File: src/rtl/commit_trace_unit.sv
`default_nettype none
// ----------------------------------------------------------------------------
// commit_trace_unit: merges fetch/writeback/store events into one commit
// record per retired instruction, buffered in a show-ahead FIFO.  Rev 1.0
// ----------------------------------------------------------------------------
module commit_trace_unit #(
   parameter int XLEN  = 32,
   parameter int DEPTH = 4
) (
   input  logic            clk_i,
   input  logic            rst_i,
   input  logic            fetch_valid_i,
   input  logic [XLEN-1:0] fetch_pc_i,
   input  logic [XLEN-1:0] fetch_instr_i,
   input  logic            wb_valid_i,
   input  logic [4:0]      wb_addr_i,
   input  logic [XLEN-1:0] wb_data_i,
   input  logic            st_valid_i,
   input  logic [XLEN-1:0] st_addr_i,
   input  logic [XLEN-1:0] st_data_i,
   input  logic            retire_i,
   input  logic            ready_i,
   output logic            update_o,
   output logic [XLEN-1:0] pc_o,
   output logic [XLEN-1:0] instr_o,
   output logic [4:0]      reg_addr_o,
   output logic [XLEN-1:0] reg_data_o,
   output logic [XLEN-1:0] mem_addr_o,
   output logic [XLEN-1:0] mem_data_o,
   output logic            mem_wrt_o,
   output logic            full_o,
   output logic            overflow_o,
   output logic            err_o
);
   localparam int AW = $clog2(DEPTH);

   typedef struct packed {
      logic [XLEN-1:0] pc;
      logic [XLEN-1:0] instr;
      logic [4:0]      rd;
      logic [XLEN-1:0] rdata;
      logic [XLEN-1:0] maddr;
      logic [XLEN-1:0] mdata;
      logic            mwrt;
   } rec_t;

   typedef enum logic {IDLE = 1'b0, INFLIGHT = 1'b1} state_t;

   state_t      state, state_nxt;
   rec_t        stage, rec_push, head;
   rec_t        mem [DEPTH];
   logic        push, load_fetch, err_set;
   logic        full, empty, pop, wr_en, drop;
   logic        overflow, err;
   logic [AW:0] wr_ptr, rd_ptr;

   // Staged record with same-cycle wb/st events folded in; x0 writes read as zero.
   always_comb begin
      rec_push = stage;
      if (wb_valid_i) begin
         rec_push.rd    = wb_addr_i;
         rec_push.rdata = (wb_addr_i == 5'd0) ? '0 : wb_data_i;
      end
      if (st_valid_i) begin
         rec_push.maddr = st_addr_i;
         rec_push.mdata = st_data_i;
         rec_push.mwrt  = 1'b1;
      end
   end

   always_ff @(posedge clk_i) begin
      if (rst_i) state <= IDLE;
      else       state <= state_nxt;
   end

   always_comb begin
      state_nxt  = state;
      push       = 1'b0;
      load_fetch = 1'b0;
      err_set    = 1'b0;
      case (state)
         IDLE: begin
            if (fetch_valid_i) begin
               load_fetch = 1'b1;
               state_nxt  = INFLIGHT;
            end
            if (retire_i || wb_valid_i || st_valid_i) err_set = 1'b1;
         end
         INFLIGHT: begin
            if (retire_i) begin
               push = 1'b1;
               if (fetch_valid_i) load_fetch = 1'b1;
               else               state_nxt  = IDLE;
            end else if (fetch_valid_i) begin
               load_fetch = 1'b1;
               err_set    = 1'b1;
            end
         end
         default: state_nxt = IDLE;
      endcase
   end

   always_ff @(posedge clk_i) begin
      if (rst_i) begin
         stage <= '0;
      end else if (load_fetch) begin
         stage       <= '0;
         stage.pc    <= fetch_pc_i;
         stage.instr <= fetch_instr_i;
      end else if (state == INFLIGHT) begin
         stage <= rec_push;
      end
   end

   assign full  = (wr_ptr[AW] != rd_ptr[AW]) && (wr_ptr[AW-1:0] == rd_ptr[AW-1:0]);
   assign empty = (wr_ptr == rd_ptr);
   assign pop   = !empty && ready_i;
   assign wr_en = push && (!full || pop);
   assign drop  = push && full && !pop;

   always_ff @(posedge clk_i) begin
      if (rst_i) begin
         wr_ptr   <= '0;
         rd_ptr   <= '0;
         overflow <= 1'b0;
         err      <= 1'b0;
      end else begin
         if (wr_en)   wr_ptr   <= wr_ptr + {{AW{1'b0}}, 1'b1};
         if (pop)     rd_ptr   <= rd_ptr + {{AW{1'b0}}, 1'b1};
         if (drop)    overflow <= 1'b1;
         if (err_set) err      <= 1'b1;
      end
   end

   always_ff @(posedge clk_i) begin
      if (wr_en) mem[wr_ptr[AW-1:0]] <= rec_push;
   end

   assign head       = empty ? '0 : mem[rd_ptr[AW-1:0]];
   assign update_o   = !empty;
   assign pc_o       = head.pc;
   assign instr_o    = head.instr;
   assign reg_addr_o = head.rd;
   assign reg_data_o = head.rdata;
   assign mem_addr_o = head.maddr;
   assign mem_data_o = head.mdata;
   assign mem_wrt_o  = head.mwrt;
   assign full_o     = full;
   assign overflow_o = overflow;
   assign err_o      = err;
endmodule
`default_nettype wire

File: config.mk
export PLATFORM = sky130hd
export DESIGN_NAME = commit_trace_unit
export DESIGN_NICKNAME = d
export VERILOG_FILES = /design/src/rtl/commit_trace_unit.sv
export SDC_FILE = /design/constraint.sdc
export NUM_CORES = 1
export LEC_CHECK = 0
export CAP_MARGIN = 10
export CORE_ASPECT_RATIO = 1.75
export CORE_MARGIN = 2
export CORE_UTILIZATION = 30
export CTS_BUF_LIST = sky130_fd_sc_hd__clkbuf_16
export DETAILED_ROUTE_END_ITERATION = 16
export GPL_TIMING_DRIVEN = 0
export PLACE_DENSITY_LB_ADDON = 0.25
export SYNTH_ARGS = -nofsm -noshare
export SYNTH_HDL_FRONTEND = slang
export SYNTH_SLANG_ARGS = --single-unit
File: constraint.sdc
create_clock -name clk_i -period 16.55 [get_ports clk_i]
set_input_delay 1.655 -clock clk_i [delete_from_list [all_inputs] [get_ports clk_i]]
set_output_delay 1.655 -clock clk_i [all_outputs]
set_load 0.1 [all_outputs]
==> flow_metrics.env <==
export IMPL_cts_hold_buf=0
export IMPL_die_x_um=253
export IMPL_grt_pass1_wl_mm=125
export IMPL_nets=2527
export IMPL_final_cells=3793
export IMPL_ys_ff_latch=841
export IMPL_dp_cells=3635
export IMPL_dieArea_sq_um=111000
export IMPL_critical_path_arrival_ns=4.56
export IMPL_yosys_most_used_dff="edfxtp_1"
export IMPL_endpoint_kind="output port"
export IMPL_cts_sinks=841
export IMPL_path_cells="clkbuf_1, clkbuf_1, mux4_2, and2_1, clkdlybuf4s50_1"
export IMPL_core_area_sq_um=107000
export IMPL_cpMostUsedCell="clkbuf_1"
export IMPL_cp_required_ns=14.89
export IMPL_antenna_found_initial=16
export IMPL_final_common_cell="edfxtp_1"
export IMPL_fin_crit_sh_pct=37.5
export IMPL_cp_num_buf_inv=3
export IMPL_slowest_delay_ns=1.18
export IMPL_setup_viol=0
export IMPL_grt_overflow_total=0
export IMPL_ys_seq_area_share_pct=72.2
export IMPL_rows=159
export IMPL_synth_edf_count=664
export IMPL_cts_setup_buffers=0
export IMPL_p_per_area_nw_per_um2=127
export IMPL_maxSlewViolCount=0
export IMPL_cpMaxStageDelayCell="clkdlybuf4s50_1"
export IMPL_hold_class="reg -> reg"
export IMPL_dp_slack_ns=10.89
export IMPL_worstSetupPathType="reg -> out"
export IMPL_final_util_pct=37.8
export IMPL_synth_async_reset_ratio_pct=0
export IMPL_track_usage_pct=15.4
export IMPL_routed_via_density=4.72
export IMPL_routed_wl_mm=85.3
export IMPL_fmax_mhz=161
export IMPL_htree_num_levels=3
export IMPL_period_minus_slack_ns=6.21
export IMPL_cts_path_max_buffers=3
export IMPL_synth_avg_cell_area_sq_um=17.0
export IMPL_grt_start_max_net_pins=51
export IMPL_drv_cap=0
export IMPL_outcome="complete, no violations"
export IMPL_cts_inserted_buffers=81
export IMPL_place_hpwl_mm=57.1
export IMPL_crit_path_max_fanout=10
export IMPL_clkLatencyLatePin_ns=0.68
export IMPL_initial_core_util_pct=30.3
export IMPL_tns_ns=0
export IMPL_cts_resized_gates=0
export IMPL_crit_family="buffers and inverters"
export IMPL_rsz0062_at_grt="false"
export IMPL_gp_congestion=0.760
export IMPL_route_detailed_drc=0
export IMPL_drive_above_1_share_pct=17.2
export IMPL_vdd_drop_max_mv=0.106
export IMPL_dieHeight_um=439
export IMPL_final_cell_mix="edfxtp_1 (664), clkdlybuf4s50_1 (339), dfxtp_1 (177)"
export IMPL_vias=17900
export IMPL_fin_ws_ns=10.34
export IMPL_synthToLayoutAreaGrowth_pct=25.1
export IMPL_drtIter0Drc=1012
export IMPL_synth_cells=1913
export IMPL_clkSlewWorstSetupHoldPaths_ns=0.06
export IMPL_first_pass_iters=5
export IMPL_pin_count=342
export IMPL_start_kind="flip-flop"
export IMPL_grt_pass1_vias=19500
export IMPL_fin_skew_ns=0.0149
export IMPL_synth_warnings=0
export IMPL_syn_cell_area_sq_um=32500
export IMPL_portBuffers=339
export IMPL_p_leak_nw=13.3
export IMPL_relSlewSlack_pct=15.9
export IMPL_routedWlPerCell_um=22.5
export IMPL_root_buffer="clkbuf_16"
export IMPL_ant_nets=0
export IMPL_worst_pin_slew_ns=1.26
export IMPL_cts_tree="built"
export IMPL_syn_nets=2090
export IMPL_synth_cell_type_count=31
export IMPL_hold_viol=0
-- worst paths after layout --
| check | cells after the start | from | endpoint | slack, ns |
|---|---|---|---|---|
| worst max-delay path | 5 | flip-flop | reg_data_o[30] | 10.34 |
| worst min-delay path | 2 | stage[35] | stage[35] | 0.45 |
| worst max register to register | 7 | state | mem[1][31] | 13.40 |
| worst min register to register | 2 | stage[35] | stage[35] | 0.45 |
-- per-stage QoR --
stage	total power [mW]	instance area, sq um	hold WS (ns)
6_report	5.17	40600	0.452
5_1_grt	5.36	40600	0.471
3_3_place_gp	3.38	37600	0.439
4_1_cts	5.25	40600	0.455
3_5_place_dp	3.39	38000	0.446
2_1_floorplan	3.09	32500	0.433
-- tightest hold or removal path, delay by kind of cell (launching register included) --
family,cells,cell delay [ns]
AO/OA/AOI/OAI,1,0.05
flip-flops,1,0.31
AND/OR/NAND/NOR,1,0.05
-- synth_stat cells, types with 32 or more instances --
cell type,instances,share of area [%]
edfxtp_1,664,61
dfxtp_1,177,11
and2_1,171,3.3
mux4_2,166,12
nand2_1,164,1.9
nor2_1,113,1.3
mux2i_1,70,2.2
clkbuf_1,69,0.80
mux2_2,69,2.4
a21oi_1,66,1.0
buf_2,37,0.57
inv_1,37,0.43
o21ai_0,34,0.52
a32oi_1,32,0.86
-- cell families after synthesis --
| kind of cell | share of synthesized area [%] |
|---|---|
| adders and majority gates | 0.192 |
| AOI/OAI and AO/OA | 2.55 |
| buffers and inverters | 2.08 |
| and+or+nand+nor | 6.63 |
| muxes | 16.0 |
| xor gates and xnor gates | 0.243 |
| DFF | 72.2 |
-- report_power, final --
part	switching (mW)	internal, mW	total, mW	leakage (nW)
Sequential	0.0184	2.32	2.34	7.55
Clock	0.821	1.03	1.85	1.36
Combinational	0.700	0.287	0.987	4.39
Total	1.54	3.63	5.17	13.3
-- final cells by class --
type | count | area, sq um
Tap cell | 1368 | 1710
Fill cell | 10100 | 66800
Clock buffer | 83 | 2080
Timing Repair Buffer | 354 | 3780
Inverter | 37 | 139
Multi-Input combinational cell | 913 | 8350
Antenna cell | 6 | 15.0
Clock inverter | 69 | 547
Buffer | 122 | 538
Sequential cell | 841 | 23500
-- layer usage --
layer | wire, um | global-route usage [%] | vias to the layer above
met5 | 80 | 0 | -
met4 | 2820 | 6.53 | 14
met3 | 5750 | 4.25 | 130
met2 | 44000 | 27.4 | 465
met1 | 32600 | 17.2 | 9180
li1 | - | - | 8108
-- registers in the layout, summed over array words and instances, names as in the netlist, named ones only --
register / count
rec_push: 64
state: 1
stage: 102
mem: 664
wr_ptr: 3
overflow_o: 1
err_o: 1
rd_ptr: 3
Power figures use the tool's default switching activity.
